File: config.mk
export PLATFORM = sky130hd
export DESIGN_NAME = dpram_burst_sequencer
export DESIGN_NICKNAME = d
export VERILOG_FILES = /design/src/rtl/dpram_seq_pkg.sv /design/src/rtl/dpram_trig_edge.sv /design/src/rtl/dpram_burst_sequencer.sv
export SDC_FILE = /design/constraint.sdc
export NUM_CORES = 1
export LEC_CHECK = 0
export CAP_MARGIN = 20
export CORE_UTILIZATION = 35
export CTS_CLUSTER_DIAMETER = 50
export DETAILED_ROUTE_END_ITERATION = 8
export GPL_TIMING_DRIVEN = 0
export SLEW_MARGIN = 20
export SYNTH_ARGS = -nofsm -noshare
export SYNTH_HDL_FRONTEND = slang
export SYNTH_SLANG_ARGS = --single-unit
File: constraint.sdc
create_clock -name clk -period 5 [get_ports clk]
set_input_delay 0.5 -clock clk [delete_from_list [all_inputs] [get_ports clk]]
set_output_delay 0.5 -clock clk [all_outputs]
set_load 0.02 [all_outputs]
File: src/rtl/dpram_seq_pkg.sv
// Shared encodings for the dual-port RAM burst sequencer: FSM states, grant ids
// and the round-robin pick between the write and read requesters.
package dpram_seq_pkg;

    typedef enum logic [1:0] {
        ST_IDLE  = 2'd0,
        ST_RUN   = 2'd1,
        ST_FLUSH = 2'd2,
        ST_DONE  = 2'd3
    } seq_state_e;

    localparam logic GRANT_WR = 1'b0;
    localparam logic GRANT_RD = 1'b1;

    // A tie goes to whichever requester was not served last.
    function automatic logic rr_pick(input logic pend_wr,
                                     input logic pend_rd,
                                     input logic last_grant);
        if (pend_wr && pend_rd) begin
            return ~last_grant;
        end
        return pend_rd ? GRANT_RD : GRANT_WR;
    endfunction

endpackage

File: src/rtl/dpram_trig_edge.sv
// Enable-gated rising-edge detector: turns a trigger level into a one-cycle
// request pulse. The history register only advances on enabled edges.
module dpram_trig_edge (
    input  logic clk,
    input  logic reset_x,
    input  logic enb,
    input  logic trig,
    output logic pulse
);

    logic prev_q;

    always_ff @(posedge clk or negedge reset_x) begin
        if (!reset_x) begin
            prev_q <= 1'b0;
        end else if (enb) begin
            prev_q <= trig;
        end
    end

    assign pulse = enb & trig & ~prev_q;

endmodule

File: src/rtl/dpram_burst_sequencer.sv
// Round-robin burst sequencer for one shared RAM port: a write requester and a
// read requester each get an address burst of programmable length.
module dpram_burst_sequencer
    import dpram_seq_pkg::*;
#(
    parameter int ADDR_W = 8,
    parameter int LEN_W  = 8,
    parameter int RD_LAT = 1
) (
    input  logic              clk,
    input  logic              reset_x,
    input  logic              clk_enable,
    input  logic              trig_wr,
    input  logic              trig_rd,
    input  logic [ADDR_W-1:0] wr_base,
    input  logic [ADDR_W-1:0] rd_base,
    input  logic [LEN_W-1:0]  burst_len,
    input  logic              clr_ovr,
    output logic [ADDR_W-1:0] ram_addr,
    output logic              ram_we,
    output logic              ram_re,
    output logic              rd_valid,
    output logic              grant_id,
    output logic              busy,
    output logic              burst_done,
    output logic              overrun,
    output logic              ce_out
);

    localparam int FL_W = (RD_LAT > 1) ? $clog2(RD_LAT + 1) : 1;
    localparam logic [FL_W-1:0] FL_LAST = FL_W'(RD_LAT - 1);

    seq_state_e        state_q, state_d;
    logic [ADDR_W-1:0] addr_ptr_q, addr_ptr_d;
    logic [ADDR_W-1:0] ram_addr_q, ram_addr_d;
    logic [LEN_W-1:0]  cnt_q, cnt_d;
    logic [FL_W-1:0]   flush_cnt_q, flush_cnt_d;
    logic              grant_q, grant_d;
    logic              last_q, last_d;
    logic              pend_wr_q, pend_wr_d;
    logic              pend_rd_q, pend_rd_d;
    logic              ovr_q, ovr_d;
    logic              we_q, we_d;
    logic              re_q, re_d;
    logic              done_q, done_d;
    logic [RD_LAT-1:0] vpipe_q, vpipe_d;

    logic pulse_wr, pulse_rd;
    logic any_pend, pick, grant_fire;

    dpram_trig_edge u_edge_wr (
        .clk     (clk),
        .reset_x (reset_x),
        .enb     (clk_enable),
        .trig    (trig_wr),
        .pulse   (pulse_wr)
    );

    dpram_trig_edge u_edge_rd (
        .clk     (clk),
        .reset_x (reset_x),
        .enb     (clk_enable),
        .trig    (trig_rd),
        .pulse   (pulse_rd)
    );

    assign any_pend = pend_wr_q | pend_rd_q;
    assign pick     = rr_pick(pend_wr_q, pend_rd_q, last_q);

    always_ff @(posedge clk or negedge reset_x) begin
        if (!reset_x) begin
            state_q <= ST_IDLE;
        end else if (clk_enable) begin
            state_q <= state_d;
        end
    end

    always_comb begin
        state_d = state_q;
        case (state_q)
            ST_IDLE: begin
                if (any_pend) begin
                    state_d = (burst_len == '0) ? ST_DONE : ST_RUN;
                end
            end
            ST_RUN: begin
                if (cnt_q == LEN_W'(1)) begin
                    state_d = (grant_q == GRANT_RD) ? ST_FLUSH : ST_DONE;
                end
            end
            ST_FLUSH: begin
                if (flush_cnt_q == FL_LAST) begin
                    state_d = ST_DONE;
                end
            end
            ST_DONE: state_d = ST_IDLE;
            default: state_d = ST_IDLE;
        endcase
    end

    always_comb begin
        addr_ptr_d  = addr_ptr_q;
        ram_addr_d  = ram_addr_q;
        cnt_d       = cnt_q;
        flush_cnt_d = flush_cnt_q;
        grant_d     = grant_q;
        last_d      = last_q;
        we_d        = 1'b0;
        re_d        = 1'b0;
        done_d      = 1'b0;
        grant_fire  = 1'b0;
        case (state_q)
            ST_IDLE: begin
                if (any_pend) begin
                    grant_fire = 1'b1;
                    addr_ptr_d = (pick == GRANT_RD) ? rd_base : wr_base;
                    cnt_d      = burst_len;
                    grant_d    = pick;
                    last_d     = pick;
                end
            end
            ST_RUN: begin
                ram_addr_d  = addr_ptr_q;
                we_d        = (grant_q == GRANT_WR);
                re_d        = (grant_q == GRANT_RD);
                addr_ptr_d  = addr_ptr_q + 1'b1;
                cnt_d       = cnt_q - 1'b1;
                flush_cnt_d = '0;
            end
            ST_FLUSH: flush_cnt_d = flush_cnt_q + 1'b1;
            ST_DONE:  done_d = 1'b1;
            default:  done_d = 1'b0;
        endcase
    end

    // A repeat pulse is flagged as overrun rather than queued twice.
    always_comb begin
        pend_wr_d = (pend_wr_q & ~(grant_fire & (pick == GRANT_WR))) | (pulse_wr & ~pend_wr_q);
        pend_rd_d = (pend_rd_q & ~(grant_fire & (pick == GRANT_RD))) | (pulse_rd & ~pend_rd_q);
        ovr_d     = ovr_q;
        if ((pulse_wr & pend_wr_q) | (pulse_rd & pend_rd_q)) begin
            ovr_d = 1'b1;
        end else if (clr_ovr) begin
            ovr_d = 1'b0;
        end
    end

    genvar gi;
    generate
        for (gi = 0; gi < RD_LAT; gi++) begin : g_vpipe
            if (gi == 0) begin : g_head
                assign vpipe_d[gi] = re_q;
            end else begin : g_tail
                assign vpipe_d[gi] = vpipe_q[gi-1];
            end
        end
    endgenerate

    always_ff @(posedge clk or negedge reset_x) begin
        if (!reset_x) begin
            addr_ptr_q  <= '0;
            ram_addr_q  <= '0;
            cnt_q       <= '0;
            flush_cnt_q <= '0;
            grant_q     <= GRANT_WR;
            last_q      <= GRANT_RD;
            pend_wr_q   <= 1'b0;
            pend_rd_q   <= 1'b0;
            ovr_q       <= 1'b0;
            we_q        <= 1'b0;
            re_q        <= 1'b0;
            done_q      <= 1'b0;
            vpipe_q     <= '0;
        end else if (clk_enable) begin
            addr_ptr_q  <= addr_ptr_d;
            ram_addr_q  <= ram_addr_d;
            cnt_q       <= cnt_d;
            flush_cnt_q <= flush_cnt_d;
            grant_q     <= grant_d;
            last_q      <= last_d;
            pend_wr_q   <= pend_wr_d;
            pend_rd_q   <= pend_rd_d;
            ovr_q       <= ovr_d;
            we_q        <= we_d;
            re_q        <= re_d;
            done_q      <= done_d;
            vpipe_q     <= vpipe_d;
        end
    end

    // Held cycles must not present an access, so strobes are masked by the enable.
    assign ram_addr   = ram_addr_q;
    assign ram_we     = we_q & clk_enable;
    assign ram_re     = re_q & clk_enable;
    assign burst_done = done_q & clk_enable;
    assign rd_valid   = vpipe_q[RD_LAT-1];
    assign grant_id   = grant_q;
    assign busy       = (state_q != ST_IDLE);
    assign overrun    = ovr_q;
    assign ce_out     = clk_enable;

endmodule
# Word level (Yosys, flattened, before mapping)
# Cells that the tools add are included.
[classes] n_reduce_logical=13 eq_ne=7 addsub=3 n_mux=23 n_bitwise=28
[op_table] cell="$pmux 8 s2" n=2
[op_table] cell="$mux 8" n=3
[op_table] cell="$and 1x1->1" n=15
[op_table] cell="$mux 1" n=12
[op_table] cell="$not 1->1" n=9
[op_table] cell="$add 8x1->8 const B" n=1
[op_table] cell="$eq 8x1->1 const B" n=1
[op_table] cell="$logic_not 8->1" n=1
[op_table] cell="$mux 2" n=4
[op_table] cell="$pmux 2 s4" n=1
[op_table] cell="$reduce_bool 2->1" n=4
[op_table] cell="$sub 8x1->8 const B" n=1
[op_table] cell="$ne 2x2->1 const B" n=3
[op_table] cell="$reduce_and 2->1" n=3
[op_table] cell="$reduce_and 3->1" n=2
[op_table] cell="$eq 2x2->1 const B" n=2
[op_table] cell="$or 1x1->1" n=4
[op_table] cell="$reduce_and 4->1" n=1
[op_table] cell="$eq 2x1->1 const B" n=1
[op_table] cell="$logic_not 2->1" n=1
[op_table] cell="$pmux 1 s2" n=1
[op_table] cell="$add 1x1->1 const B" n=1
[op_table] cell="$logic_and 1x1->1" n=1
[totals] output_inout_bits=16 elab_cells=90 register_bits=38

# Longest topological paths before layout
# Gate-level depths: netlist (run 1).
[logic_depth] ltp_word=8 depth_mapped=8

# Modules after synthesis
# From an unflattened synthesis (run 1), not the netlist that was laid out.
[unflattened] hier_cells=215 hier_area_um2=2178.3
[modules_own_cells] module="dpram_burst_sequencer" area_each_um2=2078.2 seq_area_each_um2=902.1 cells_per_inst=209 n_inst=1
[modules_own_cells] module="dpram_trig_edge" area_each_um2=50.0 seq_area_each_um2=25.0 cells_per_inst=3 n_inst=2

# Least setup slack after synthesis (run 1)
# OpenSTA, ideal clock, no wires.
[synth_path] path_type="register -> register" startpoint="reg state_q[0]" endpoint="reg cnt_q[7]" setup_slack_ns=3.112 t_required_ns=4.930 path_buffers=1 t_arrival_ns=1.818 stages_incl_launch_ff=8 path_cell_list="dfrtp_1 inv_1 ha_1 nor3b_2 or2_1 buf_6 or4_1 nand3_1"
[synth_via] elab_chain_len=3 elab_cells_between_ends=6 classes_between="2 x eq/ne; 1 x mux; 3 x reduce/logical"
[synth_lines] item="from (decl)" line_no="dpram_burst_sequencer.sv:33" source="seq_state_e state_q, state_d;"
[synth_lines] item="from (signal assigned)" line_no="dpram_burst_sequencer.sv:74" source="state_q <= state_d;"
[synth_lines] item="$eq 2x1->1 / $logic_not 2->1 (equally long branches)" line_no="dpram_burst_sequencer.sv:112" source="case (state_q)"
[synth_lines] item="$reduce_bool 2->1 (no line) / $ne 2x2->1 (equally long branches)"
[synth_lines] item="$reduce_and 3->1 (no line)"
[synth_lines] item="to (signal assigned)" line_no="dpram_burst_sequencer.sv:177" source="cnt_q <= cnt_d;"
[synth_lines] item="to (decl)" line_no="dpram_burst_sequencer.sv:36" source="logic [LEN_W-1:0] cnt_q, cnt_d;"
# Several ways; a longest one is shown, not always the timed one.
# A chain may end at the register's enable or synchronous reset.

# Final worst setup path (run 1)
[layout_path] startpoint="in clk_enable" endpoint="out burst_done"
[layout_via] elab_chain_len=1
[layout_lines] item="from (decl)" line_no="dpram_burst_sequencer.sv:12" source="input logic clk_enable,"
[layout_lines] item="$and 1x1->1" line_no="dpram_burst_sequencer.sv:195" source="assign burst_done = done_q & clk_enable;"
[layout_lines] item="to (decl)" line_no="dpram_burst_sequencer.sv:25" source="output logic burst_done,"
# Every way passes these cells.

==> results of run 1 <==
==> registers in the layout (all words and copies together) (netlist names), 2 cells and up <==
signal      count
ram_addr        8
state_q         2
addr_ptr_q      8
cnt_q           8
==> layout by cell type, fill, tap and decap left out, types with 2 or more instances in the layout <==
cell,count
nor4b_1,2
a22o_1,2
a22oi_1,3
nand2_1,23
a221o_1,2
clkbuf_8,6
a211oi_1,2
nor3_1,8
a32o_1,2
dfrtp_1,37
mux2_2,12
nor2_1,9
and2_1,2
o22ai_1,4
a21o_1,2
a2bb2oi_1,3
a21oi_1,9
inv_1,11
clkdlybuf4s50_1,43
nor4_1,4
nand4b_1,3
mux2i_1,3
nor2b_1,4
nand2b_1,6
buf_2,5
nand3_1,8
a31oi_1,2
and4_1,3
o21ai_0,17
ha_1,8
clkbuf_1,5
==> where the power goes <==
group | switching (W) | leakage (nW) | total, W | internal, W
Sequential | 0.000135 | 0.459 | 0.000586 | 0.000450
Clock | 0.000110 | 0.0482 | 0.000221 | 0.000111
Combinational | 0.000419 | 0.636 | 0.000792 | 0.000373
==> cell usage after synthesis (2+ instances only) <==
master	n
nand3_1	8
clkbuf_1	4
nor4b_1	2
a21oi_1	9
a211oi_1	2
a21o_1	2
inv_1	11
a221o_1	2
mux2i_1	3
dfrtp_1	37
and4_1	3
nor2b_1	4
and2_1	2
nor3_1	8
nor2_1	9
a22o_1	2
nand2b_1	6
a31oi_1	2
a22oi_1	3
nor4_1	4
o21ai_0	17
nand2_1	23
o22ai_1	4
a2bb2oi_1	3
buf_2	4
ha_1	8
nand4b_1	3
mux2_2	12
a32o_1	2
==> layer usage <==
metal  track usage [%]  wire (um)  vias to the layer above
met5                 0          0                        -
met4              5.82         64                        0
met3              3.79        215                        6
met2              27.8       2280                       46
met1              25.3       2530                      891
li1                  -          -                      893
==> worst min path at each step <==
stage / endpoint / slack (ns)
floorplan: addr_ptr_q[0] / 0.20
global placement: rd_valid / 0.46
detailed placement: flush_cnt_q / 0.39
CTS: flush_cnt_q / 0.07
global route: flush_cnt_q / 0.07
finish: flush_cnt_q / 0.06
==> through the flow <==
stage	cells	total power, W	hold slack (ns)
after global routing	340	0.00173	0.0701
after floorplan	215	0.00110	0.204
after CTS	340	0.00161	0.0665
final	340	0.00160	0.0621
after global placement	331	0.00137	0.465
after detailed placement	332	0.00138	0.386
==> area by class of cell <==
class | count | area share [%]
Timing Repair Buffer | 45 | 16.7
Clock inverter | 1 | 0.183
Multi-Input combinational cell | 156 | 38.3
Buffer | 10 | 1.97
Inverter | 11 | 1.51
Clock buffer | 7 | 3.16
Sequential cell | 38 | 34.9
Tap cell | 72 | 3.30
==> cells by family (layout without fill, tap and decap cells) <==
logic type / count (synthesis) / after routing
mux: 15 / 15
buf+inv: 21 / 74
flops: 38 / 38
compound gates: 56 / 56
simple gates: 77 / 77
fa+ha+maj: 8 / 8
==> summary.md, run 1 <==
| Metric | Value |
|---|---|
| Outcome | finished clean |
| Min-delay worst type | in2async |
| Setup violators final | 0 |
| Drt pass-1 iters | 4 |
| Design area | approximately 2700 sq um |
| Cts-stage hold buffer count | 0 |
| Register area share after synthesis | 45.5% |
| Cells after Synth | between 200 and 250 |
| Global-route wire length before repair | approximately 8.7 mm |
| RSZ-0062 raised after global routing | no |
| Xor and xnor area share after synthesis | 0% |
| Adder-cell share of the synthesized area | under 10% |
| Initial antenna violation count | 0 |
| CTS Root Cell | clkbuf_8 |
| YS warnings | 0 |
| CTS sink cnt | 38 |
| Final period utilization | 46.8% |
| Clock Latency Late Sink | between 0.2 and 0.3 ns |
| Routed via count | between 1500 and 2000 |
| Fmax | between 0.4 and 0.5 GHz |
| Die area | between 6000 and 7000 sq um |
| R2R Path Start | state_q[0] |
| Synth Area in Compound Gates | 17.6% |
| Die height | a little under 80 um |
| P_leak | roughly 1.1 nW |
| Die W | roughly 80 um |
| TNS Setup | 0 ns |
| Post-cts gate resize count | 0 |
| Core Region | 5640 sq um |
| Multi-input logic area | ~1000 sq um |
| Power density over cell area | roughly 590 nW/um^2 |
| Pin count of the biggest net entering global routing | 31 |
| Master of the slowest instance on the critical path | clkdlybuf4s50_1 |
| Delay-heaviest family, CP | buffers and inverters |
| Rows | 27 |
| Cell Area, Synth | 2090 sq um |
| Total track usage | between 10% and 20% |
| Setup bufs post-CTS | 0 |
| Top-area cell type share of the netlist area | between 40% and 50% |
| Fin worst setup slack | approximately 2.7 ns |
| Synth Flop Type | dfrtp_1 |
| CTS Buf Count | 5 |
| Deepest clock path buffer count | 2 |
| Via density | 5.40 |
| Crit-path max cell delay | 0.60 ns |
| Share of cells above drive strength 1 | ~11% |
| Register Area | approximately 950 sq um |
| Clock-pin slew on the worst setup and hold paths | 0.08 ns |
| Largest family of logic cells by synthesized area | simple AND/OR/NAND/NOR gates |
| Type of the worst setup path | in2out |
| Critical Path AT | 1.84 ns |
| Slew headroom | a little under half |
| Crit start category | primary input |
| Place WS | 2.64 ns |
| H-Tree Depth | 2 |
| Largest cells by area after synthesis | dfrtp_1 (44%), mux2_2 (6.5%), ha_1 (4.8%), nand2_1 (4.1%), o21ai_0 (4.1%) |
| Simple-gate area share of the yosys netlist | 19.7% |
| Vias in the first global route | about 1800 |
| Peak supply drop | ~0.20 mV |
| Ant. Diodes | 0 |
| Layout overhead on the synthesized area | 30.4% |
| # IOs | 46 |
| Post-synth EDFFs | 0 |
| Clock skew | about 0.0072 ns |
| Routed len/inst | roughly 15 um |
| Cell Chain, Critical Path | buf_2 > clkbuf_1 > and2_1 > clkdlybuf4s50_1 |
| R2R cell count | 7 |
| 1st-iter DRT viols | ~160 |
| CP max FO | 10 |
| Worst Setup SP | clk_enable |
| Instance area at placement | around 2600 sq um |
| Synthesized net count | between 200 and 300 |
| IO Port Bufs | between 40 and 50 |
| Async set-reset flop share out of synthesis | 100% |
| Post-DP HPWL | ~3.8 mm |
| Reg-to-reg endpoint | addr_ptr_q[7] |
| Worst Setup End Kind | primary output |
| Mux share of post-synthesis cell area | between 7 and 8% |
| Crit path time final | roughly 2.3 ns |
| Nets@finish | 305 |
| # DRC | 0 |
| Initial core utilization | between 30 and 40% |
| Max-Cap Viols | 0 |
| Fill cells | approximately 530 |
| Routed Antenna Nets | 0 |
| Worst setup path end | burst_done |
| Fin. Hold Viols | 0 |
| Gr ovfl total | 0 |
| Synth cell types | 45 |
| CTS tree | done |
| Final Core Density | between 40% and 50% |
| Synth area leader | dfrtp_1 |
| Routed WL | slightly above 5 mm |
| Worst-margin pin slew | about 0.81 ns |
| Avg Synthesized Cell Area | 9.73 sq um |
| Crit path buffers/inverters | 3 |
| WP data required | 4.50 ns |
| R2R setup slack | ~2.8 ns |
| Gpl congestion | around 0.83 |
| Fin. max-slew vios | 0 |
| Crit path depth | 4 |
| Yosys reg bits | 38 |
(Power assumes the default switching activity.)
==> inputs of run 2 (changes only) <==
==> constraint.sdc (replaced) <==
create_clock -name clk -period 2.35 [get_ports clk]
set_input_delay 0.235 -clock clk [delete_from_list [all_inputs] [get_ports clk]]
set_output_delay 0.235 -clock clk [all_outputs]
set_load 0.02 [all_outputs]
==> run 2 against run 1 <==
Register-to-register slack got worse by 2.6 ns. Power grew 110%. Die area unchanged. First-iteration DRC count down 6.1%. Via count is 0.76% lower. Hold slack gained 0.25 ns. Critical path depth increased by 3. Largest cell class unchanged. Highest routed layer unchanged.
==> summary.md, run 2 (same netlist as run 1, synthesis figures left out) <==
| Metric | Value |
|---|---|
| Initial antenna violation count | 0 (unchanged) |
| Pin count of the biggest net entering global routing | 31 (unchanged) |
| R2R Path Start | state_q[0] |
| Clock-pin slew on the worst setup and hold paths | 0.08 ns (about the same) |
| Reg-to-reg endpoint | cnt_q[3] |
| Crit path time final | 2.14 ns |
| CTS sink cnt | 38 (unchanged) |
| Int Pwr | 0.00199 W (+110%) |
| Die W | 79.3 um (unchanged) |
| Clock Latency Late Sink | 0.30 ns (about the same) |
| Delay-heaviest family, CP | simple AND/OR/NAND/NOR gates |
| R2R setup slack | 0.21 ns (-2.58 ns) |
| R2R cell count | 7 (unchanged) |
| Post-DP HPWL | 3.79 mm (unchanged) |
| # DRC | 0 (unchanged) |
| Top layer in use | met4 |
| Routed WL | 5.10 mm (+0.12%) |
| H-Tree Depth | 2 (unchanged) |
| Nets@finish | 306 (+0.33%) |
| Fin. max-slew vios | 0 (unchanged) |
| Fmax | 0.468 GHz |
| Hold path depth | 3 |
| Clock Power Share | 14.0% (+0.2 points) |
| Via density | 5.34 (-1.1%) |
| Type of the worst setup path | reg2reg |
| 1st-iter DRT viols | 153 (-6.1%) |
| CTS Root Cell | clkbuf_8 |
| Commonest non-fill, non-tap cell in the layout | clkdlybuf4s50_1 |
| Worst Setup End Kind | register |
| Master of the slowest instance on the critical path | dfrtp_1 |
| Die area | 6290 sq um (unchanged) |
| Power density over cell area | 1240 nW/um^2 (+110%) |
| Layout overhead on the synthesized area | 31.0% |
| Hold Crit Endpoint | u_edge_rd.prev_q |
| Initial core utilization | 37.1% (unchanged) |
| Peak supply drop | 0.434 mV (+110%) |
| Deepest clock path buffer count | 2 (unchanged) |
| Hold Startpoint | clk_enable |
| Routed via count | 1822 (-0.76%) |
| Sequential fraction of design power | 36.6% (about the same) |
| Crit path buffers/inverters | 2 (-1) |
| Worst-margin pin slew | 0.824 ns (+0.0119 ns) |
| Fill cells | 530 (-0.19%) |
| # IOs | 46 (unchanged) |
| WP data required | 2.50 ns (-2.00 ns) |
| Slew headroom | 44.7% (-0.80 points) |
| Share of cells above drive strength 1 | 11.5% (+0.33 points) |
| Most frequent cells in the layout | clkdlybuf4s50_1 (43), dfrtp_1 (37), nand2_1 (23) |
| Die height | 79.3 um (unchanged) |
| Ant. Diodes | 0 (unchanged) |
| IO Port Bufs | 44 (unchanged) |
| P_leak | 1.15 nW (+0.65%) |
| Fin. Hold Viols | 0 (unchanged) |
| CTS Buf Count | 5 (unchanged) |
| Drt pass-1 iters | 4 (unchanged) |
| Core Region | 5640 sq um (unchanged) |
| CP max FO | 10 (unchanged) |
| Gpl congestion | 0.830 (unchanged) |
| Combinational share of power | 49.4% (about the same) |
| Clock skew | 0.00616 ns (-0.00100 ns) |
| Outcome | finished clean |
| Crit-path max cell delay | 0.43 ns (-0.17 ns) |
| Vias in the first global route | 1779 (+0.34%) |
| Final period utilization | roughly 91% |
| Crit start category | register |
| WL met3 | 218 um (+1.4%) |
| Routed len/inst | 15.0 um (-0.18%) |
| Instance area at placement | 2640 sq um (unchanged) |
| Setup bufs post-CTS | 0 (unchanged) |
| CTS tree | done |
| Psw | 0.00142 W (+110%) |
| Min-delay worst type | in2reg |
| Max-Cap Viols | 0 (unchanged) |
| TNS Setup | 0 ns (unchanged) |
| Rows | 27 (unchanged) |
| Switching Fraction | 41.6% (+0.055 points) |
| RSZ-0062 raised after global routing | no |
| Setup violators final | 0 (unchanged) |
| Critical Path AT | 2.29 ns (+0.45 ns) |
| Metal2 WL | 2.32 mm (+1.5%) |
| Gr ovfl total | 0 (unchanged) |
| Total track usage | 18.1% (+0.024 points) |
| Design area | 2740 sq um (+0.41%) |
| Routed Antenna Nets | 0 (unchanged) |
| Global-route wire length before repair | 8.76 mm (+0.16%) |
| Cell Chain, Critical Path | inv_1 > ha_1 > nor3b_2 > nor2_1 > clkbuf_2 > a21oi_1 > o21ai_0 |
| Detailed-routing wirelength on met1 | 2.50 mm (-1.2%) |
-- run 2: cell count changes in the layout (fill, tap and decap cells not counted), sizes merged --
cell,change
dlygate4sd3,+1
-- run 2: through the flow --
| step | instances | hold WS (ns) | total power, W | util, % | setup WS, ns |
|---|---|---|---|---|---|
| final | 341 | 0.313 | 0.00341 | 48.6 | 0.211 |
| after global routing | 341 | 0.341 | 0.00368 | 48.6 | 0.00586 |
| after CTS | 341 | 0.318 | 0.00342 | 48.5 | 0.134 |
| after detailed placement | 332 | 0.121 | 0.00294 | 46.8 | 0.141 |
| after global placement | 331 | 0.465 | 0.00291 | 46.5 | 0.0425 |
| after floorplan | 215 | -0.0606 | 0.00234 | - | 0.462 |
-- run 2: layout make-up --
class	count	area (sq um)	share of cell area [%]
Buffer	10	55.1	2.01
Tap cell	72	90.1	3.29
Timing Repair Buffer	46	465	17.0
Sequential cell	38	952	34.7
Inverter	11	41.3	1.51
Clock buffer	7	86.3	3.15
Clock inverter	1	5.00	0.183
Multi-Input combinational cell	156	1040	38.1
-- run 2: how the worst max path moves through the flow --
stage / start / to / slack, ns / cells past startpoint
final: state_q[0] / cnt_q[3] / 0.21 / 7
after global routing: state_q[0] / cnt_q[2] / 0.006 / 6
after CTS: state_q[0] / addr_ptr_q[7] / 0.13 / 7
after detailed placement: state_q[0] / addr_ptr_q[7] / 0.14 / 7
after global placement: reset_x / ram_addr[4] / 0.04 / 1
after floorplan: state_q[0] / cnt_q[7] / 0.46 / 7
-- run 2: worst min-delay path: cells and delay by family --
family	cells	cell delay [ns]
AND/OR/NAND/NOR	1	0.09
AO/OA/AOI/OAI	1	0.08
buffers and inverters	1	0.16
-- run 2: power by group through the flow --
stage	Sequential [W]	Clock (W)	Combinational [W]
2_1_floorplan	0.00129	0	0.00105
3_3_place_gp	0.00124	0	0.00166
3_5_place_dp	0.00125	0	0.00168
4_1_cts	0.00124	0.000485	0.00169
5_1_grt	0.00130	0.000516	0.00187
6_report	0.00125	0.000477	0.00168
-- run 2: per-layer routing --
metal,vias to the layer above,GRT usage [%]
met5,-,0
met4,0,5.82
met3,7,3.79
met2,46,27.8
met1,878,25.3
li1,891,-
-- run 2: repair_timing --
| item | 4_1_cts | 5_1_grt |
|---|---|---|
| resized for setup | 0 | 2 |
| endpoints found under the setup margin | 0 | 4 |
| hold buffers | 1 | 0 |
| endpoints found under the hold margin | 8 | 0 |
